===== config.mk =====
export PLATFORM = sky130hd
export DESIGN_NAME = draw_rect_ctl
export DESIGN_NICKNAME = d
export VERILOG_FILES = /design/src/rtl/vga_pkg.sv /design/src/rtl/edge_det.sv /design/src/rtl/draw_rect_ctl.sv
export SDC_FILE = /design/constraint.sdc
export NUM_CORES = 1
export LEC_CHECK = 0
export CORE_MARGIN = 1
export CORE_UTILIZATION = 50
export CTS_CLUSTER_DIAMETER = 120
export DETAILED_ROUTE_END_ITERATION = 10
export PLACE_DENSITY = 0.73
export REMOVE_ABC_BUFFERS = 1
export SYNTH_ARGS = -nofsm -noshare
export SYNTH_HDL_FRONTEND = slang
export SYNTH_SLANG_ARGS = --single-unit

===== constraint.sdc =====
create_clock -name clk -period 5.53 [get_ports clk]
set_input_delay 1.106 -clock clk [delete_from_list [all_inputs] [get_ports clk]]
set_output_delay 1.106 -clock clk [all_outputs]
set_load 0.005 [all_outputs]

===== src/rtl/vga_pkg.sv =====
// Shared VGA sprite types and geometry defaults.
// Used by the rect controller, draw_rect and the timing chain.
package vga_pkg;

   localparam int DEF_RECT_H   = 64;
   localparam int DEF_SCREEN_H = 600;

   typedef enum logic [1:0] {
      FOLLOW,
      FALL,
      RISE,
      REST
   } rect_ctl_state_t;

endpackage


===== src/rtl/edge_det.sv =====
// One-bit rising-edge detector with synchronous reset.
// pulse is combinational: high in the first cycle d is seen high.
module edge_det (
   input  logic clk,
   input  logic rst,
   input  logic d,
   output logic pulse
);

   logic d_q;

   always_ff @(posedge clk) begin
      if (rst) d_q <= 1'b0;
      else     d_q <= d;
   end

   assign pulse = d & ~d_q;

endmodule


===== src/rtl/draw_rect_ctl.sv =====
// Sprite position controller: follows the mouse, or falls and
// bounces under frame-stepped gravity after a left click.
module draw_rect_ctl
   import vga_pkg::*;
#(
   parameter int RECT_H   = DEF_RECT_H,
   parameter int SCREEN_H = DEF_SCREEN_H,
   parameter int GRAVITY  = 1,
   parameter int VMAX     = 64,
   parameter int VMIN     = 2
) (
   input  logic        clk,
   input  logic        rst,
   input  logic        vblnk,
   input  logic        mouse_left,
   input  logic [11:0] mouse_xpos,
   input  logic [11:0] mouse_ypos,
   output logic [11:0] xpos,
   output logic [11:0] ypos,
   output logic        moving
);

   localparam logic [11:0] BOTTOM = 12'(SCREEN_H - RECT_H);
   localparam logic [11:0] G12    = 12'(GRAVITY);
   localparam logic [11:0] VMAX12 = 12'(VMAX);
   localparam logic [11:0] VMIN12 = 12'(VMIN);

   rect_ctl_state_t state, state_nxt;
   logic [11:0] vel, vel_nxt;
   logic [11:0] x_nxt, y_nxt;
   logic        click, tick;

   logic [12:0] v_add, y_sum, y_dif;
   logic [11:0] v_fall, v_bnc, v_dec;

   edge_det u_click (
      .clk   (clk),
      .rst   (rst),
      .d     (mouse_left),
      .pulse (click)
   );

   edge_det u_tick (
      .clk   (clk),
      .rst   (rst),
      .d     (vblnk),
      .pulse (tick)
   );

   always_comb begin
      state_nxt = state;
      vel_nxt   = vel;
      x_nxt     = xpos;
      y_nxt     = ypos;

      v_add  = {1'b0, vel} + {1'b0, G12};
      v_fall = (v_add > {1'b0, VMAX12}) ? VMAX12 : v_add[11:0];
      y_sum  = {1'b0, ypos} + {1'b0, v_fall};
      v_bnc  = v_fall - (v_fall >> 2);
      v_dec  = vel - G12;
      y_dif  = {1'b0, ypos} - {1'b0, v_dec};

      // click takes priority over tick in every state
      unique case (state)
         FOLLOW: begin
            x_nxt = mouse_xpos;
            y_nxt = (mouse_ypos > BOTTOM) ? BOTTOM : mouse_ypos;
            if (click) begin
               state_nxt = FALL;
               vel_nxt   = '0;
            end
         end
         FALL: begin
            if (click) begin
               state_nxt = FOLLOW;
               vel_nxt   = '0;
            end else if (tick) begin
               if (y_sum >= {1'b0, BOTTOM}) begin
                  y_nxt = BOTTOM;
                  if (v_bnc < VMIN12) begin
                     state_nxt = REST;
                     vel_nxt   = '0;
                  end else begin
                     state_nxt = RISE;
                     vel_nxt   = v_bnc;
                  end
               end else begin
                  y_nxt   = y_sum[11:0];
                  vel_nxt = v_fall;
               end
            end
         end
         RISE: begin
            if (click) begin
               state_nxt = FOLLOW;
               vel_nxt   = '0;
            end else if (tick) begin
               if (vel <= G12) begin
                  state_nxt = FALL;
                  vel_nxt   = '0;
               end else if (y_dif[12]) begin
                  state_nxt = FALL;
                  vel_nxt   = '0;
                  y_nxt     = '0;
               end else begin
                  vel_nxt = v_dec;
                  y_nxt   = y_dif[11:0];
               end
            end
         end
         REST: begin
            y_nxt = BOTTOM;
            if (click) state_nxt = FOLLOW;
         end
         default: state_nxt = FOLLOW;
      endcase
   end

   always_ff @(posedge clk) begin
      if (rst) begin
         state  <= FOLLOW;
         vel    <= '0;
         xpos   <= '0;
         ypos   <= '0;
         moving <= 1'b0;
      end else begin
         state  <= state_nxt;
         vel    <= vel_nxt;
         xpos   <= x_nxt;
         ypos   <= y_nxt;
         moving <= (state == FALL) || (state == RISE);
      end
   end

endmodule


==> impl_results.md <==
- Run status: completed
- Fmax: 197.0 MHz
- Sequential element share of the synthesized area: 0.1901
- Fin crit period: 5077 ps
- Post-synth EDFFs: 0
- Cell area power density: 374.3 nW/um^2
- Clock power share: 0.134
- # Post-CTS Setup Buffers: 0
- PortBufs: 52
- Worst Setup End Kind: register
- DRT Wirelength: 12.50 mm
- Final ANT Viol Nets: 0
- Number of global-route vias before repair: 4179
- Cell variety after synth: a little under 70
- Seq cells post-synth: 41
- Number of top-level pins: 53
- DP Wirelength: 9.978 mm
- Max rail drop VDD: 153.4 uV
- Ys async rst share: 0
- Most frequent cells in the layout: 54 x nor2_1, 52 x clkdlybuf4s50_1, 48 x nand2_1, 47 x a21oi_1, 43 x ha_1
- Clk_skew: 6.054 ps
- Data arrival time of the worst path: 5270 ps
- Leading cell type in the layout, fill and taps excluded: nor2_1
- FILL cells: ~750
- Grt ovf: 0
- First-pass GRT wire length: roughly 20 mm
- Clk sink count: 41
- Number of setup violations in the final report: 0
- Final TNS setup: 0 ps
- Core Region: about 8300 sq um
- Worst slack at placement: 271.9 ps
- H-tree depth: 2
- Psw: 0.8730 mW
- Sw frac: 0.4582
- Die area: 9009 sq um
- Antenna violations before repair: 0
- TritonCTS clock tree: built
- Die height: about 95 um
- GR Util All Layers: 0.2863
- Comb power frac: 0.638
- CTS buffer count: 5
- ANT cells: 0
- Reg2reg start: vel[0]
- Mapped Area: around 4300 sq um
- Yosys Warn Count: 0
- Row count: 33
- LEAKAGE: about 2.1 nW
- Cts hold-fix bufs: 0
- Routability cong.: 0.9621
- Seq pwr share: 0.229
- DR iter-0 viols: roughly 260
- Share of layout cells above drive strength 1: 0.06119
- Register area: 820.8 sq um
- DRC viols: 0
- Initial DRT Pass Iterations: 4
- Starting Density: 0.5201
- Worst EP required: 5730 ps
- Multi-input logic area: 3292 sq um
- Largest net degree at the start of global routing: 23
- CTS Root Buffer Type: clkbuf_8
- Setup ws final: 453.0 ps
- Max FO, Critical Path: 13
- HP Start: xpos[5]
- Max-capacitance violation count: 0
- CTS resizes: 0
- Vias per cell: 5.975
- Pwr Total: approximately 1.9 mW
- RSZ-0062 raised after global routing: false
- Startpoint types: register
- Routed WL per cell: 17.21 um
- Worst min path class: register to register
- Mean post-synth cell area: about 7.6 sq um
- Slew Limit Fails: 0
- Ys flop type: dfxtp_1
- Die X-Extent: 94.92 um
- Total number of vias: about 4300
- Kind of critical path: register to register
- Clock-pin slew on the worst setup and hold paths: 90 ps
- Fin crit share: 0.9181
- P&R area growth vs syn: 17.91%
- Pint: about 1.0 mW
- Post-layout nets: 694
- Max clock buf depth: 2
- Syn Inst Count: 565
- Least-Margin Pin Slew: about 1100 ps
- Final Hold Viols: 0
- Worst setup path start: vel[0]
- Worst rel slew slack: 0.2820
- Clock insertion delay at the later pin of the skew report: 300 ps
[Yosys cell counts (all sizes together) (16+ instances only)]
master | count | area share
nand3 | 20 | 0.024
inv | 28 | 0.024
ha | 43 | 0.12
mux2i | 16 | 0.037
buf | 16 | 0.023
nor2 | 54 | 0.047
xnor2 | 18 | 0.037
nand2 | 49 | 0.043
a21oi | 47 | 0.054
xor2 | 18 | 0.037
o21ai | 30 | 0.035
dfxtp | 41 | 0.19
[path summary, 6_finish.rpt]
kind	endpoint	slack, ps	cells past startpoint
worst max-delay path	state[0]	450	15
worst min register to register	xpos[5]	500	2
worst max register to register	state[0]	450	15
worst min-delay path	xpos[5]	500	2
[stage by stage]
| step | utilization | hold WS [ps] | std cells | instance area (sq um) |
|---|---|---|---|---|
| 6_report | 0.6133 | 501.0 | 726 | 5090 |
| 5_1_grt | 0.6133 | 533.2 | 726 | 5090 |
| 4_1_cts | 0.6125 | 507.6 | 726 | 5084 |
| 3_5_place_dp | 0.5987 | 487.0 | 718 | 4969 |
| 3_3_place_gp | 0.5987 | 476.3 | 718 | 4969 |
| 2_1_floorplan | - | 485.5 | 547 | 4212 |
[area by class of cell]
cell class	instances	area share
inverters	28	0.02065
well taps	105	0.02581
flip-flops and latches	41	0.1613
multi-input cells	478	0.6468
clock buffers	5	0.01352
repair buffers	66	0.1229
clock inverters	3	0.009095
[state kept, by name (all words and copies together), names as in the netlist]
name,flops
state,2
vel,12
xpos,12
moving,1
u_click.d_q,1
ypos,12
u_tick.d_q,1
[power by group through the flow]
stage               clock [mW]  combinational (mW)  sequential [mW]
floorplan                    0               0.816            0.428
detailed placement           0                1.20            0.443
CTS                      0.256                1.20            0.436
global route             0.265                1.34            0.446
finish                   0.255                1.21            0.436
global placement             0                1.16            0.442
[cells by family after synthesis]
kind of cell    share of synthesized area
xor+xnor                          0.07304
simple gates                       0.2116
mux                               0.04493
compound gates                     0.2817
flops                              0.1901
other cells                      0.001740
fa+ha+maj                          0.1386
buf+inv                           0.05826
[worst max-delay path: stages, from the launching register on]
cell and delay (ps):
dfxtp_1 550, ha_1 280, nand3_1 130, nor2_1 220, and3_1 200, a31oi_1 210, or4_1 660, ha_1 470
nand2_1 130, o21ai_0 440, o22ai_1 130, nand4b_1 200, o41ai_2 410, nand2_2 310, o21ai_0 270, mux2_2 350
[layer usage]
metal  part of all wire  GRT usage  up-vias
li1                   -          -     2179
met1               0.44     0.3578     2025
met2               0.49     0.5060      107
met3              0.045    0.03543       27
met4              0.024    0.09217        0
met5                  0          0        -
Note: power is estimated with default switching activity, not from simulation.
